## config.mk

```make
export PLATFORM = sky130hd
export DESIGN_NAME = stop_conditioner_flat
export DESIGN_NICKNAME = d
export VERILOG_FILES = /design/src/rtl/stop_conditioner_pkg.sv /design/src/rtl/stop_conditioner_if.sv /design/src/rtl/stop_conditioner_key_debounce.sv /design/src/rtl/stop_conditioner.sv /design/src/flat_wrapper.sv
export SDC_FILE = /design/constraint.sdc
export NUM_CORES = 1
export LEC_CHECK = 0
export CAP_MARGIN = 20
export CORE_UTILIZATION = 50
export CTS_BUF_LIST = sky130_fd_sc_hd__clkbuf_16
export DETAILED_ROUTE_END_ITERATION = 8
export HOLD_SLACK_MARGIN = 0.12
export PLACE_DENSITY = 0.74
export REMOVE_ABC_BUFFERS = 1
export SLEW_MARGIN = 15
export SYNTH_ARGS = -nofsm -noshare
export SYNTH_HDL_FRONTEND = slang
export SYNTH_SLANG_ARGS = --single-unit
```

## constraint.sdc

```tcl
create_clock -name Clock -period 3 [get_ports Clock]
set_input_delay 0.3 -clock Clock [delete_from_list [all_inputs] [get_ports Clock]]
set_output_delay 0.3 -clock Clock [all_outputs]
set_load 0.1 [all_outputs]
```

## src/rtl/stop_conditioner_pkg.sv

```systemverilog
// Shared definitions for the stacker stop-button conditioner: channel count,
// debounce default, order-FSM encoding and the FSM register bundle.
package stop_conditioner_pkg;

  localparam int SC_NUM_BUTTONS     = 4;
  localparam int SC_DEBOUNCE_CYCLES = 500000;

  localparam logic [2:0] ST_WAIT3 = 3'd0;
  localparam logic [2:0] ST_WAIT2 = 3'd1;
  localparam logic [2:0] ST_WAIT1 = 3'd2;
  localparam logic [2:0] ST_WAIT0 = 3'd3;
  localparam logic [2:0] ST_DONE  = 3'd4;

  typedef struct packed {
    logic [2:0] state;
    logic [3:0] accept;
    logic [3:0] hold_n;
    logic       order_err;
    logic       done;
  } fsm_out_t;

  localparam fsm_out_t FSM_RESET = '{
    state:     ST_WAIT3,
    accept:    4'b0000,
    hold_n:    4'b1111,
    order_err: 1'b0,
    done:      1'b0
  };

  // One-hot mask of the button the order FSM is waiting for.
  function automatic logic [3:0] expected_mask(input logic [2:0] st);
    logic [3:0] m;
    case (st)
      ST_WAIT3: m = 4'b1000;
      ST_WAIT2: m = 4'b0100;
      ST_WAIT1: m = 4'b0010;
      ST_WAIT0: m = 4'b0001;
      default:  m = 4'b0000;
    endcase
    return m;
  endfunction

  function automatic logic [2:0] next_state(input logic [2:0] st);
    logic [2:0] n;
    case (st)
      ST_WAIT3: n = ST_WAIT2;
      ST_WAIT2: n = ST_WAIT1;
      ST_WAIT1: n = ST_WAIT0;
      ST_WAIT0: n = ST_DONE;
      ST_DONE:  n = ST_DONE;
      default:  n = ST_WAIT3;
    endcase
    return n;
  endfunction

endpackage

```

## src/rtl/stop_conditioner_if.sv

```systemverilog
// Key/rearm inputs and stop/accept outputs of the stop conditioner.
// The game side is the master; the conditioner is the slave.
interface stop_conditioner_if;

  logic [stop_conditioner_pkg::SC_NUM_BUTTONS-1:0] KeyIn;
  logic                                            Rearm;
  logic [stop_conditioner_pkg::SC_NUM_BUTTONS-1:0] StopPulse;
  logic [stop_conditioner_pkg::SC_NUM_BUTTONS-1:0] AcceptPulse;
  logic [stop_conditioner_pkg::SC_NUM_BUTTONS-1:0] StopHoldN;
  logic                                            OrderError;
  logic                                            Done;

  modport master (
    output KeyIn,
    output Rearm,
    input  StopPulse,
    input  AcceptPulse,
    input  StopHoldN,
    input  OrderError,
    input  Done
  );

  modport slave (
    input  KeyIn,
    input  Rearm,
    output StopPulse,
    output AcceptPulse,
    output StopHoldN,
    output OrderError,
    output Done
  );

endinterface

```

## src/rtl/stop_conditioner_key_debounce.sv

```systemverilog
// Single button channel: 2-flop synchroniser, stability counter, debounced
// pressed level and a registered one-cycle press pulse.
module key_debounce
  import stop_conditioner_pkg::*;
#(
  parameter int DEBOUNCE_CYCLES = SC_DEBOUNCE_CYCLES,
  parameter int CNT_W           = 20
) (
  input  logic Clock,
  input  logic Reset,
  input  logic key_n,
  output logic press_pulse
);

  localparam logic [CNT_W-1:0] CNT_LAST = CNT_W'(DEBOUNCE_CYCLES - 1);

  logic             sync1_r;
  logic             sync2_r;
  logic [CNT_W-1:0] cnt_r;
  logic             db_r;
  logic             db_d_r;
  logic             pulse_r;
  logic             mismatch_s;

  // The synchroniser carries the active-low key, so a press shows as 0.
  assign mismatch_s  = (~sync2_r) != db_r;
  assign press_pulse = pulse_r;

  // Two-stage synchroniser for the asynchronous key; idles at released.
  always_ff @(posedge Clock) begin
    if (Reset) begin
      sync1_r <= 1'b1;
      sync2_r <= 1'b1;
    end else begin
      sync1_r <= key_n;
      sync2_r <= sync1_r;
    end
  end

  // Stability counter: db follows the key only after a full run of mismatches.
  always_ff @(posedge Clock) begin
    if (Reset) begin
      cnt_r <= {CNT_W{1'b0}};
      db_r  <= 1'b0;
    end else if (!mismatch_s) begin
      cnt_r <= {CNT_W{1'b0}};
    end else if (cnt_r == CNT_LAST) begin
      cnt_r <= {CNT_W{1'b0}};
      db_r  <= ~db_r;
    end else begin
      cnt_r <= cnt_r + CNT_W'(1);
    end
  end

  // Rising-edge detector on the debounced level; releases make no pulse.
  always_ff @(posedge Clock) begin
    if (Reset) begin
      db_d_r  <= 1'b0;
      pulse_r <= 1'b0;
    end else begin
      db_d_r  <= db_r;
      pulse_r <= db_r & ~db_d_r;
    end
  end

endmodule

```

## src/rtl/stop_conditioner.sv

```systemverilog
// Stacker stop-button conditioner: four debounced channels feeding an order
// FSM that accepts presses 3,2,1,0 and holds sticky active-low stop levels.
module stop_conditioner
  import stop_conditioner_pkg::*;
#(
  parameter int NUM_BUTTONS     = SC_NUM_BUTTONS,
  parameter int DEBOUNCE_CYCLES = SC_DEBOUNCE_CYCLES,
  parameter int CNT_W           = 20
) (
  input logic               Clock,
  input logic               Reset,
  stop_conditioner_if.slave bus
);

  logic [NUM_BUTTONS-1:0] stop_pulse_s;
  logic [3:0]             expect_s;
  logic [3:0]             hit_s;
  logic [2:0]             adv_state_s;
  fsm_out_t               fsm_r;
  fsm_out_t               fsm_nxt_s;

  for (genvar gi = 0; gi < NUM_BUTTONS; gi++) begin : g_key
    key_debounce #(
      .DEBOUNCE_CYCLES (DEBOUNCE_CYCLES),
      .CNT_W           (CNT_W)
    ) u_key (
      .Clock       (Clock),
      .Reset       (Reset),
      .key_n       (bus.KeyIn[gi]),
      .press_pulse (stop_pulse_s[gi])
    );
  end

  // Order tracking: accept the expected press, flag presses on channels still pending.
  always_comb begin
    fsm_nxt_s           = fsm_r;
    fsm_nxt_s.accept    = 4'b0000;
    fsm_nxt_s.order_err = 1'b0;
    expect_s            = expected_mask(fsm_r.state);
    hit_s               = stop_pulse_s & expect_s;
    adv_state_s         = next_state(fsm_r.state);
    if (bus.Rearm) begin
      fsm_nxt_s.state  = ST_WAIT3;
      fsm_nxt_s.hold_n = 4'b1111;
      fsm_nxt_s.done   = 1'b0;
    end else if (fsm_r.state == ST_DONE) begin
      fsm_nxt_s.done = 1'b1;
    end else begin
      // hold_n still high marks a channel that is not yet accepted.
      fsm_nxt_s.order_err = |(stop_pulse_s & fsm_r.hold_n & ~expect_s);
      if (|hit_s) begin
        fsm_nxt_s.accept = hit_s;
        fsm_nxt_s.hold_n = fsm_r.hold_n & ~hit_s;
        fsm_nxt_s.state  = adv_state_s;
        fsm_nxt_s.done   = (adv_state_s == ST_DONE);
      end else begin
        fsm_nxt_s.state = fsm_r.state;
      end
    end
  end

  // Order FSM and all of its outputs are registered together.
  always_ff @(posedge Clock) begin
    if (Reset) begin
      fsm_r <= FSM_RESET;
    end else begin
      fsm_r <= fsm_nxt_s;
    end
  end

  assign bus.StopPulse   = stop_pulse_s;
  assign bus.AcceptPulse = fsm_r.accept;
  assign bus.StopHoldN   = fsm_r.hold_n;
  assign bus.OrderError  = fsm_r.order_err;
  assign bus.Done        = fsm_r.done;

endmodule

```

## src/flat_wrapper.sv

```systemverilog
// flat-port wrapper written by rule: the top's interface ports become plain ports
module stop_conditioner_flat import stop_conditioner_pkg::*;
#(
  parameter int NUM_BUTTONS     = SC_NUM_BUTTONS,
  parameter int DEBOUNCE_CYCLES = SC_DEBOUNCE_CYCLES,
  parameter int CNT_W           = 20
)
  (Clock, Reset, bus_KeyIn, bus_Rearm, bus_StopPulse, bus_AcceptPulse, bus_StopHoldN, bus_OrderError, bus_Done);
  stop_conditioner_if bus_i ();
  input logic Clock;
  input logic Reset;
  input wire logic [$bits(bus_i.KeyIn)-1:0] bus_KeyIn;
  input wire logic [$bits(bus_i.Rearm)-1:0] bus_Rearm;
  output wire logic [$bits(bus_i.StopPulse)-1:0] bus_StopPulse;
  output wire logic [$bits(bus_i.AcceptPulse)-1:0] bus_AcceptPulse;
  output wire logic [$bits(bus_i.StopHoldN)-1:0] bus_StopHoldN;
  output wire logic [$bits(bus_i.OrderError)-1:0] bus_OrderError;
  output wire logic [$bits(bus_i.Done)-1:0] bus_Done;
  assign bus_i.KeyIn = bus_KeyIn;
  assign bus_i.Rearm = bus_Rearm;
  assign bus_StopPulse = bus_i.StopPulse;
  assign bus_AcceptPulse = bus_i.AcceptPulse;
  assign bus_StopHoldN = bus_i.StopHoldN;
  assign bus_OrderError = bus_i.OrderError;
  assign bus_Done = bus_i.Done;
  stop_conditioner #(.NUM_BUTTONS(NUM_BUTTONS), .DEBOUNCE_CYCLES(DEBOUNCE_CYCLES), .CNT_W(CNT_W)) u_core (.Clock(Clock), .Reset(Reset), .bus(bus_i));
endmodule
```

==> flow_metrics.env <==
export IMPL_outcome="complete, no violations"
export IMPL_grt_start_max_net_pins=23
export IMPL_ctsHtreeMaxLevel=4
export IMPL_reg2reg_depth=4
export IMPL_m1WireLength_um=4170
export IMPL_drt_pass1_iterations=4
export IMPL_buffer_ports_inserted=20
export IMPL_grt_setup_unrepaired="false"
export IMPL_timing_worst_slew_pin_value_ns=0.963
export IMPL_yosys_area_top_type="dfxtp_1"
export IMPL_die_area_mm2=0.0100
export IMPL_drive_gt1_share_pct=9.14
export IMPL_regToRegStartpoint="u_core.g_key[2].u_key.cnt_r[4]"
export IMPL_die_y_um=100
export IMPL_cap_viol_max_count=0
export IMPL_crit_family="buffers and inverters"
export IMPL_worstReg2RegEnd="u_core.g_key[2].u_key.cnt_r[9]"
export IMPL_timing_critical_path_cells="clkdlybuf4s50_1"
export IMPL_grt_first_pass_wirelength_um=15300
export IMPL_cts_inserted_buffers=17
export IMPL_yosys_warnings=0
export IMPL_route_detailed_wl_per_inst_um=12.7
export IMPL_holdBufCountCts=0
export IMPL_nets=557
export IMPL_cp_data_required_time_ns=2.70
export IMPL_cts_root_buf="clkbuf_16"
export IMPL_cts_path_max_buffers=2
export IMPL_critPathMaxFanout=3
export IMPL_detail_route_iter0_violations=136
export IMPL_fmax_mhz=452
export IMPL_resized_cells_post_cts=0
export IMPL_holdPathStages=1
export IMPL_antenna_diode_count=0
export IMPL_critical_path_max_stage_delay_ns=1.15
export IMPL_final_setup_viol_count=0
export IMPL_timing_critical_path_buf_inv=1
export IMPL_die_w_um=100
export IMPL_synth_flop_cell="dfxtp_1"
export IMPL_synth_compound_area_share_pct=8.85
export IMPL_yosys_area_share_simple_pct=29.4
export IMPL_met3_length_um=292
export IMPL_path_clk_slew_ns=0.05
export IMPL_synth_cell_area_mm2=0.00481
export IMPL_setup_total_negative_slack_ns=0
export IMPL_number_of_global_route_vias_before_repair=3600
export IMPL_slew_limit_headroom_pct=35.6
export IMPL_cells_after_synthesis=532
export IMPL_num_rows=35
export IMPL_synth_xor_area_share_pct=9.66
export IMPL_top_layer_used="met4"
export IMPL_place_gp_congestion=0.785
export IMPL_r2r_slack_ns=0.80
export IMPL_postRouteWirelength_um=8710
export IMPL_final_setup_skew_ns=0.00836
export IMPL_vdd_drop_max_mv=0.324
export IMPL_netlist_area_leader_share_pct=47.1
export IMPL_global_route_usage_total_pct=19.2
export IMPL_arrival_ns=1.91
export IMPL_static_leakage_power_nw=1.79
export IMPL_min_to="u_core.g_key[0].u_key.press_pulse"
export IMPL_cp_end_kind="primary output"
export IMPL_worst_hold_path_type="flip-flop to flip-flop"
export IMPL_synth_commonest_cells="113 x dfxtp_1, 70 x nor2_1, 34 x nand2_1"
export IMPL_synth_adder_area_share_pct=1.04
export IMPL_period_needed_ns=2.21
export IMPL_hpwlAfterDp_um=5770
export IMPL_yosys_cell_types_count=45
export IMPL_multi_input_area_mm2=0.00235
export IMPL_clk_latency_ns=0.40
export IMPL_worst_path_class_setup="flip-flop to primary output"
export IMPL_post_drt_via_cell_ratio=5.46
export IMPL_grt_antenna_before_repair=0
export IMPL_synthMostInstantiatedCell="dfxtp_1"
export IMPL_globalRouteOverflowTotal=0
export IMPL_synth_edf_count=0
export IMPL_period_share_pct=73.7
export IMPL_hold_viol=0
export IMPL_layout_cell_area_non_filler_mm2=0.00556
export IMPL_mux_cell_area_share_after_synthesis_pct=0
export IMPL_synthToLayoutAreaGrowth_pct=15.6
export IMPL_min_delay_start="u_core.g_key[0].u_key.db_d_r"
export IMPL_routed_wl_met2_um=4120
export IMPL_mean_syn_cell_area_um2=9.04
export IMPL_final_antenna_net_count=0
export IMPL_crit_slowest_cell="clkdlybuf4s50_1"
export IMPL_sequential_cell_area_mm2=0.00226
export IMPL_postPlaceCellArea_mm2=0.00501
export IMPL_power_per_standard_cell_area_mw_per_mm2=612
export IMPL_core_area_mm2=0.00928
export IMPL_maxSlewViolCount=0
export IMPL_post_route_drc_count=0
export IMPL_synth_seq_cells=113
export IMPL_floorplan_initialDensity_pct=51.8
export IMPL_post_cts_buffers=0
export IMPL_boundaryPins=21
export IMPL_crit_path_start_kind="flip-flop"
export IMPL_fill_cells=779
export IMPL_via_count=3748
export IMPL_cts_tree="yes"
export IMPL_numClockSinks=113
export IMPL_synth_seq_area_share_pct=47.1
export IMPL_share_of_flip_flops_with_an_asynchronous_set_or_reset_after_synthesis_pct=0
export IMPL_synth_top_family_by_area="simple AND/OR/NAND/NOR gates"
export IMPL_netlist_top_cells_area="dfxtp_1 47%, nor2_1 5.5%, xnor2_1 4.9%"
-- where the power goes --
group / leakage, nW / internal [mW] / switching, mW / total (mW)
clock: 0.266 / 1.19 / 0.661 / 1.85
sequential: 0.912 / 1.51 / 0.00394 / 1.51
combinational: 0.613 / 0.0139 / 0.0190 / 0.0329
-- cell families after synthesis --
group	Yosys count
compound gates	71
flops	113
fa+ha+maj	4
simple gates	255
xor+xnor	53
buf+inv	36
-- stage by stage --
step | instances | power [mW] | worst slack, ns | hold slack [ns] | utilization, %
finish | 687 | 3.40 | 0.789 | 0.378 | 59.9
CTS | 687 | 3.43 | 0.773 | 0.383 | 59.9
detailed placement | 656 | 1.58 | 0.775 | 0.376 | 53.9
global route | 687 | 3.52 | 0.578 | 0.397 | 59.9
global placement | 656 | 1.58 | 0.858 | 0.371 | 53.9
floorplan | 507 | 1.56 | 1.15 | 0.367 | -
-- worst max-delay path by stage --
stage / cells after the start / startpoint / endpoint
after global routing: 4 / u_core.g_key[2].u_key.cnt_r[4] / u_core.g_key[2].u_key.cnt_r[9]
after detailed placement: 4 / u_core.g_key[2].u_key.cnt_r[4] / u_core.g_key[2].u_key.cnt_r[9]
after global placement: 4 / Reset / u_core.g_key[3].u_key.cnt_r[5]
final: 1 / u_core.g_key[0].u_key.press_pulse / bus_StopPulse[0]
after CTS: 1 / u_core.g_key[0].u_key.press_pulse / bus_StopPulse[0]
after floorplan: 4 / u_core.g_key[2].u_key.cnt_r[4] / u_core.g_key[2].u_key.cnt_r[10]
-- registers in the layout (all words and copies together), names as in the netlist --
| signal | flops |
|---|---|
| u_core.g_key.u_key.db_d_r | 4 |
| u_core.fsm_r | 3 |
| u_core.bus.StopHoldN | 4 |
| u_core.g_key.u_key.cnt_r | 80 |
| u_core.bus.Done | 1 |
| u_core.g_key.u_key.sync2_r | 4 |
| u_core.bus.AcceptPulse | 4 |
| u_core.g_key.u_key.db_r | 4 |
| u_core.bus.OrderError | 1 |
| u_core.g_key.u_key.press_pulse | 4 |
| u_core.g_key.u_key.sync1_r | 4 |
-- placed cells by master (no fill, tap or decap), types with 12 or more instances in the layout --
cell type,instances
dfxtp_1,113
nor2_1,70
nand2_1,34
a21oi_1,29
xnor2_1,27
xor2_1,26
nand3_1,22
nand4_1,21
o21ai_0,20
or3_1,17
clkbuf_16,17
clkdlybuf4s50_1,17
nor3_1,13
inv_1,12
-- worst reg2reg max path: stages, from the launching register on --
cell	delay (ns)
dfxtp_1	0.46
or4b_1	0.50
nor4_2	0.37
a211o_1	0.59
nor2_1	0.13
-- cell type report --
type                       count  area share [%]
multi-input combinational    383            42.3
tap                          129            2.90
clock buffer                  17            7.65
clock inverter                14            2.25
inverter                      11           0.743
timing repair buffer          20            3.47
sequential                   113            40.7
-- routing by layer --
metal	up-vias	GRT usage [%]
met3	14	5.57
li1	1902	-
met4	0	9.70
met5	-	0
met1	1763	22.8
met2	69	31.8
Note: power is estimated with default switching activity, not from simulation.
